File: src/rtl/lr35902_sio_pkg.sv
// Shared constants and types for the LR35902 serial link port.
package lr35902_sio_pkg;

  localparam logic        SIO_ADR_SB = 1'b1;
  localparam logic        SIO_ADR_SC = 1'b0;

  localparam int unsigned SC_START  = 7;
  localparam int unsigned SC_CLKSEL = 0;
  localparam logic [5:0]  SC_FILL   = 6'h3f;

  localparam int unsigned SIO_CLK_DIV_DEFAULT = 512;

  typedef enum logic {
    SIO_IDLE = 1'b0,
    SIO_XFER = 1'b1
  } sio_state_t;

endpackage

File: src/rtl/lr35902_sio_link_if.sv
// CPU-side register bus of the serial link port.
interface lr35902_sio_link_if;
  logic [7:0] dout;
  logic [7:0] din;
  logic       adr;
  logic       write;
  logic       irq;

  modport master (output din, output adr, output write, input dout, input irq);
  modport slave  (input din, input adr, input write, output dout, output irq);
endinterface

File: src/rtl/lr35902_sio_sync.sv
// Multi-stage synchronizer with registered-history edge pulses; idles high.
module lr35902_sio_sync #(
  parameter int unsigned STAGES = 2
) (
  input  logic clk,
  input  logic reset,
  input  logic d,
  output logic rise,
  output logic fall
);
  logic [STAGES-1:0] sr;
  logic              prev;

  always_ff @(posedge clk or negedge reset) begin
    if (!reset) begin
      sr   <= '1;
      prev <= 1'b1;
    end else begin
      sr   <= (sr << 1) | STAGES'(d);
      prev <= sr[STAGES-1];
    end
  end

  assign rise = sr[STAGES-1] && !prev;
  assign fall = !sr[STAGES-1] && prev;
endmodule

File: src/rtl/lr35902_sio_link.sv
// LR35902 serial link: SB/SC registers, internal/external clocked 8-bit shifter.
module lr35902_sio_link
  import lr35902_sio_pkg::*;
#(
  parameter int unsigned CLK_DIV     = SIO_CLK_DIV_DEFAULT,
  parameter int unsigned SYNC_STAGES = 2
) (
  input  logic              clk,
  input  logic              reset,
  lr35902_sio_link_if.slave bus,
  input  logic              sck_in,
  output logic              sck_out,
  output logic              sck_oe,
  input  logic              sin,
  output logic              sout
);
  localparam int unsigned   PW          = $clog2(CLK_DIV);
  localparam logic [PW-1:0] PH_LAST     = PW'(CLK_DIV - 1);
  localparam logic [PW-1:0] PH_HALF     = PW'(CLK_DIV / 2);
  localparam logic [PW-1:0] PH_PRE_RISE = PW'(CLK_DIV / 2 - 1);

  sio_state_t             state;
  logic [7:0]             sb;
  logic                   sclk;
  logic                   pwrite;
  logic [3:0]             bit_count;
  logic [PW-1:0]          phase;
  logic [SYNC_STAGES-1:0] sin_sr;

  logic       sck_rise, sck_fall;
  logic       tstart, int_mode, ext_mode;
  logic       rise_ev, fall_ev, done, busy, commit;
  logic [7:0] sb_next;

  lr35902_sio_sync #(.STAGES(SYNC_STAGES)) u_sck_sync (
    .clk  (clk),
    .reset(reset),
    .d    (sck_in),
    .rise (sck_rise),
    .fall (sck_fall)
  );

  assign tstart   = (state == SIO_XFER);
  assign int_mode = tstart && sclk;
  assign ext_mode = tstart && !sclk;
  assign rise_ev  = int_mode ? (phase == PH_PRE_RISE) : (ext_mode && sck_rise);
  assign fall_ev  = int_mode ? (phase == PH_LAST)     : (ext_mode && sck_fall);
  assign sb_next  = rise_ev ? {sb[6:0], sin_sr[SYNC_STAGES-1]} : sb;
  assign done     = rise_ev && (bit_count == 4'd7);
  // A completing transfer counts as idle for an SC write landing in the same clk.
  assign busy     = tstart && !done;
  assign commit   = pwrite && !bus.write;

  assign sck_oe  = sclk;
  assign sck_out = !(int_mode && (phase < PH_HALF));

  always_ff @(posedge clk or negedge reset) begin
    if (!reset) begin
      state     <= SIO_IDLE;
      sb        <= '0;
      sclk      <= 1'b0;
      bit_count <= '0;
      phase     <= '0;
      pwrite    <= 1'b0;
      sin_sr    <= '1;
      bus.dout  <= '0;
      bus.irq   <= 1'b0;
      sout      <= 1'b1;
    end else begin
      pwrite   <= bus.write;
      sin_sr   <= (sin_sr << 1) | SYNC_STAGES'(sin);
      bus.dout <= (bus.adr == SIO_ADR_SB) ? sb : {tstart, SC_FILL, sclk};
      bus.irq  <= 1'b0;
      sb       <= sb_next;

      if (int_mode) phase <= (phase == PH_LAST) ? '0 : phase + 1'b1;
      if (rise_ev) bit_count <= bit_count + 4'd1;
      // The first falling edge precedes any shift, so sout already holds sb[7].
      if (fall_ev && (bit_count != 4'd0)) sout <= sb[7];

      if (done) begin
        state   <= SIO_IDLE;
        bus.irq <= 1'b1;
      end

      if (commit) begin
        if (bus.adr == SIO_ADR_SB) begin
          if (!busy) sb <= bus.din;
        end else begin
          sclk <= bus.din[SC_CLKSEL];
          if (bus.din[SC_START]) begin
            phase <= '0;
            if (!busy) begin
              state     <= SIO_XFER;
              bit_count <= '0;
              sout      <= sb_next[7];
            end
          end else if (busy) begin
            state <= SIO_IDLE;
          end
        end
      end
    end
  end
endmodule

File: src/flat_wrapper.sv
// flat-port wrapper written by rule: the top's interface ports become plain ports
module lr35902_sio_link_flat import lr35902_sio_pkg::*;
#(
  parameter int unsigned CLK_DIV     = SIO_CLK_DIV_DEFAULT,
  parameter int unsigned SYNC_STAGES = 2
)
  (clk, reset, sck_in, sck_out, sck_oe, sin, sout, bus_din, bus_adr, bus_write, bus_dout, bus_irq);
  lr35902_sio_link_if bus_i ();
  input  logic clk;
  input  logic reset;
  input  logic sck_in;
  output logic sck_out;
  output logic sck_oe;
  input  logic sin;
  output logic sout;
  input wire logic [$bits(bus_i.din)-1:0] bus_din;
  input wire logic [$bits(bus_i.adr)-1:0] bus_adr;
  input wire logic [$bits(bus_i.write)-1:0] bus_write;
  output wire logic [$bits(bus_i.dout)-1:0] bus_dout;
  output wire logic [$bits(bus_i.irq)-1:0] bus_irq;
  assign bus_i.din = bus_din;
  assign bus_i.adr = bus_adr;
  assign bus_i.write = bus_write;
  assign bus_dout = bus_i.dout;
  assign bus_irq = bus_i.irq;
  lr35902_sio_link #(.CLK_DIV(CLK_DIV), .SYNC_STAGES(SYNC_STAGES)) u_core (.clk(clk), .reset(reset), .bus(bus_i), .sck_in(sck_in), .sck_out(sck_out), .sck_oe(sck_oe), .sin(sin), .sout(sout));
endmodule
File: config.mk
export PLATFORM = sky130hd
export DESIGN_NAME = lr35902_sio_link_flat
export DESIGN_NICKNAME = d
export VERILOG_FILES = /design/src/rtl/lr35902_sio_pkg.sv /design/src/rtl/lr35902_sio_link_if.sv /design/src/rtl/lr35902_sio_sync.sv /design/src/rtl/lr35902_sio_link.sv /design/src/flat_wrapper.sv
export SDC_FILE = /design/constraint.sdc
export NUM_CORES = 1
export LEC_CHECK = 0
export ABC_AREA = 1
export CAP_MARGIN = 20
export CORE_MARGIN = 2
export CORE_UTILIZATION = 28
export DETAILED_ROUTE_END_ITERATION = 8
export PLACE_DENSITY_LB_ADDON = 0.1
export REMOVE_ABC_BUFFERS = 1
export SETUP_SLACK_MARGIN = 0.1
export SLEW_MARGIN = 10
export SYNTH_ARGS = -nofsm -noshare
export SYNTH_HDL_FRONTEND = slang
export SYNTH_HIERARCHICAL = 1
export SYNTH_SLANG_ARGS = --single-unit
File: constraint.sdc
create_clock -name clk -period 2.75 [get_ports clk]
set_clock_uncertainty 0.2 [all_clocks]
set_input_delay 0.825 -clock clk [delete_from_list [all_inputs] [get_ports clk]]
set_output_delay 0.825 -clock clk [all_outputs]
set_load 0.02 [all_outputs]
# Word-level counts from Yosys, hierarchy flattened
# Cells that the tools add are included.
[word_totals]
register_bits = 39
latchBits = 0
mem_bits_rw = 0
rom_bits = 0
in_bits = 14
out_inout_bits = 12
word_cells = 69
n_memories = 0
[op_classes]
addsub = 2
mul = 0
n_div = 0
order_cmp = 1
n_eq_ne = 3
n_shift = 0
n_mux = 29
n_bitwise = 3
reduce_logical = 19
[ops]
columns = ["operator", "count"]
rows = [
  ["9-bit two-way mux", 5],
  ["8-bit two-way mux", 5],
  ["4-bit two-way mux", 5],
  ["1-bit two-way mux", 14],
  ["1-bit logical AND", 11],
  ["9-bit by 1-bit adder with 9-bit output (second input constant)", 1],
  ["9-bit by 8-bit == test with 1-bit output (second input constant)", 1],
  ["9-bit == test (second input constant)", 1],
  ["9-bit < comparator (second input constant)", 1],
  ["1-bit logical NOT", 6],
  ["4-bit by 1-bit adder with 4-bit output (second input constant)", 1],
  ["4-bit by 3-bit == test with 1-bit output (second input constant)", 1],
  ["2-bit by 1-bit bitwise OR with 2-bit output", 2],
  ["4-bit nonzero test", 1],
  ["2-bit AND reduction", 1],
  ["1-bit inverter", 1],
]

# Depth between registers and ports, before layout
[logic_depth]
ltp_word = 11
depth_mapped = 13

# Modules after synthesis
# Netlist, hierarchy kept.
[modules_own_cells]
columns = ["mod", "instances", "cells_per_inst", "area_each_um2"]
rows = [
  ["lr35902_sio_link", 1, 218, 1836.8],
  ["lr35902_sio_sync", 1, 7, 93.8],
]

# Least setup slack after synthesis
# Ideal clock, no wire load.
[synth_path]
path_type = "register -> register"
from = "reg u_core.phase[0]"
to = "reg u_core.sb[0]"
setup_ps = 66
t_arrival_ps = 1799
setup_slack_ps = 685
stages_incl_launch_ff = 14
period_less_slack_ps = 2065
path_cell_list = "dfrtp_1 ha_1 nand2_1 inv_1 nand3_1 nor3_1 ha_1 nand3_2 nand2_2 nand2_1 nand2_2 buf_4 nand3_1 nand2_1"
[synth_between]
elab_chain_len = 8
[synth_lines]
columns = ["element", "line", "source"]
rows = [
  ["start, declared", "lr35902_sio_link.sv:27", "logic [PW-1:0] phase;"],
  ["start signal, assigned", "lr35902_sio_link.sv:76", "if (int_mode) phase <= (phase == PH_LAST) ? '0 : phase + 1'b1;"],
  ["9-bit by 8-bit == test with 1-bit output *", "lr35902_sio_link.sv:46", "assign rise_ev = int_mode ? (phase == PH_PRE_RISE) : (ext_mode && sck_rise);"],
  ["1-bit two-way mux *", "lr35902_sio_link.sv:46", ""],
  ["1-bit logical AND", "lr35902_sio_link.sv:49", "assign done = rise_ev && (bit_count == 4'd7);"],
  ["1-bit logical NOT", "lr35902_sio_link.sv:51", "assign busy = tstart && !done;"],
  ["1-bit logical AND", "lr35902_sio_link.sv:51", ""],
  ["8-bit two-way mux", "lr35902_sio_link.sv:88", "if (!busy) sb <= bus.din;"],
  ["8-bit two-way mux", "lr35902_sio_link.sv:87", "if (bus.adr == SIO_ADR_SB) begin"],
  ["8-bit two-way mux *", "lr35902_sio_link.sv:86", "if (commit) begin"],
  ["end signal, assigned", "lr35902_sio_link.sv:74", "sb <= sb_next;"],
  ["end signal, assigned", "lr35902_sio_link.sv:88", ""],
  ["end, declared", "lr35902_sio_link.sv:23", "logic [7:0] sb;"],
]
# Mark *: on every way between the ends. The rest lies on a longest branch, timed or not.
# A chain may end at the register's enable or synchronous reset.

# Worst setup path after layout
[layout_path]
from = "reg u_core.sclk (netlist: u_core/sck_oe)"
to = "out sck_oe"
[layout_lines]
columns = ["element", "line", "source"]
rows = [
  ["start, declared", "lr35902_sio_link.sv:24", "logic sclk;"],
  ["start signal, assigned", "lr35902_sio_link.sv:90", "sclk <= bus.din[SC_CLKSEL];"],
  ["end, declared", "flat_wrapper.sv:13", "output logic sck_oe;"],
]
# No word-level cell between the ends.

==> reports/qor.yml <==
final_cells: 340
syn_area_per_cell_um2: 8.58
ys_seq_elements: 39
clock_latency_ns: 0.29
critPathTopFamily: "buffers and inverters"
hpwl_um: 2910
status: "finished clean"
ys_seq_area_share_pct: 50.9
numPortBuffers: 25
core_region_area_um2: 6720
max_cap_viol_count: 0
n_antenna_cell: 0
synth_area_um2: 1930
die-height_um: 87.0
viasPerCell: 4.30
layout_commonest_cell: "nand2_1"
hold_ws_ns: 0.158
die-area_um2: 7580
h-tree-depth: 2
layout_common_cells: "nand2_1, dfrtp_1, nand3_1, clkdlybuf4s50_1, inv_1"
end_kind: "output port"
setup_violations: 0
rsz0062_at_grt: "false"
path_cells: "clkdlybuf4s50_1"
slowest_stage: "clkdlybuf4s50_1"
clk_pin_slew_worst_paths_ns: 0.08
syn_inst: 225
postCtsSetupBuffers: 0
fmax_mhz: 405
ir_drop_mv: 0.223
ctsHoldBuffers: 0
placed_area_um2: 2280
drive_above_1_share_pct: 17.7
ctsLongestPathBuffers: 2
antenna_found_initial: 0
dieWidth_um: 87.0
drt_iter0_markers: 67
start_util_pct: 28.7
syn_to_final_growth_pct: 22.3
setup_tns_ns: 0
drtAntennaViolNets: 0
first_pass_iters: 4
seqCellArea_um2: 983
total_power_mw: 1.65
hold_viol_final: 0
multiInputGateArea_um2: 816
track_usage_pct: 12.7
worst_pin_slew_ns: 0.504
post-route-period-util_pct: 89.7
cts_sinks: 39
wl_per_cell_um: 12.0
slew_violations: 0
vias: 1461
synth_cell_types: 27
ioPinCount: 26
grt_max_degree: 40
ctsResizeCount: 1
root_buffer: "clkbuf_8"
min_period_ns: 2.47
cp_num_cells: 1
crit_buf_inv: 1
required_ns: 1.73
p_leak_nw: 1.24
tritoncts: "built"
crit_arrival_ns: 1.44
ys_warn_count: 6
grt-ovfl-total: 0
nets: 279
routed_wl_um: 4090
max_slew_margin_pct: 66.4
grt_pass1_vias: 1488
critPathMaxFanout: 5
grt_first_pass_wirelength_um: 7320
nFillCells: 698
placedCellCount: 332
cts_made_buffers: 5
gp_congestion: 0.750
min_path_type: "reg2reg"
cellPowerDensity_nw_per_um2: 698
startpoint_type: "register"
rows: 30
drc: 0
design_area_um2: 2360
slowest_delay_ns: 0.66
critPathKind: "reg2out"
r2r_cells: 13
holdPathStages: 0
## per-layer routing
layer  global-route usage [%]  up-vias  routed length [um]
met5                        0        -                   0
met1                     17.1      666                2080
met2                     19.6       20                1850
li1                         -      773                   -
met4                     4.83        0                  31
met3                     3.22        2                 131
## kinds of logic after synthesis
kind of cell | after synthesis | share of synthesized area, %
and+or+nand+nor | 141 | 34.0
buffers and inverters | 27 | 7.06
xor gates and xnor gates | 1 | 0.454
DFF | 39 | 50.9
AOI/OAI and AO/OA | 11 | 3.69
adders and majority gates | 6 | 3.89
## metrics by stage
step	util (%)	setup WS, ns
5_1_grt	35.1	0.151
6_report	35.1	0.284
4_1_cts	35.1	0.263
2_1_floorplan	-	0.582
3_5_place_dp	33.9	0.165
3_3_place_gp	33.9	0.240
## final cells by class
class / instances / area share (%)
Clock inverter: 1 / 0.212
Timing Repair Buffer: 31 / 12.2
Multi-Input combinational cell: 159 / 34.6
Inverter: 23 / 3.87
Tap cell: 80 / 4.24
Clock buffer: 7 / 3.23
Sequential cell: 39 / 41.7
## cell usage after synthesis
cell type	n	area, um^2
a21boi_0	1	7.51
a21o_1	1	7.51
a21oi_1	2	10.0
and3_1	1	6.26
buf_4	1	7.51
buf_6	2	22.5
buf_8	1	15.0
clkinv_4	1	8.76
dfrtp_1	33	826
dfstp_2	6	158
ha_1	6	75.1
inv_1	21	78.8
inv_2	1	3.75
nand2_1	73	274
nand2_2	6	37.5
nand2_4	3	33.8
nand3_1	25	125
nand3_2	3	30.0
nand4_1	2	12.5
nor2_1	14	52.6
nor2_2	1	6.26
nor3_1	4	20.0
nor3b_1	1	7.51
o21ai_0	4	20.0
o21ai_2	3	26.3
or2_2	8	50.1
xor2_1	1	8.76
## worst paths after layout
| path | startpoint | endpoint | slack, ns |
|---|---|---|---|
| min | u_core/sin_sr[0] | u_core/sin_sr[1] | 0.16 |
| max | u_core/sck_oe | sck_oe | 0.28 |
| max reg2reg | u_core/phase[0] | u_core/bit_count[2] | 0.42 |
| min in group asynchronous | reset | u_core/phase[3] | 0.39 |
| min reg2reg | u_core/sin_sr[0] | u_core/sin_sr[1] | 0.16 |
| max in group asynchronous | reset | u_core/sin_sr[1] | 1.60 |
## registers in the layout, indices dropped and copies added, names as in the netlist
signal,count
u_core/phase,9
u_core/bus.dout,8
u_core/sb,8
u_core/bit_count,4
u_core/sin_sr,2
u_core/u_sck_sync/sr,2
u_core/bus.irq,1
u_core/pwrite,1
u_core/sck_oe,1
u_core/sout,1
u_core/state,1
u_core/u_sck_sync/prev,1
## power by group
group	switching (mW)	leakage [nW]	internal (mW)	total, mW
Clock	0.201	0.0422	0.178	0.379
Sequential	0.107	0.481	0.706	0.814
Combinational	0.241	0.716	0.214	0.455
Note: power is estimated with default switching activity, not from simulation.
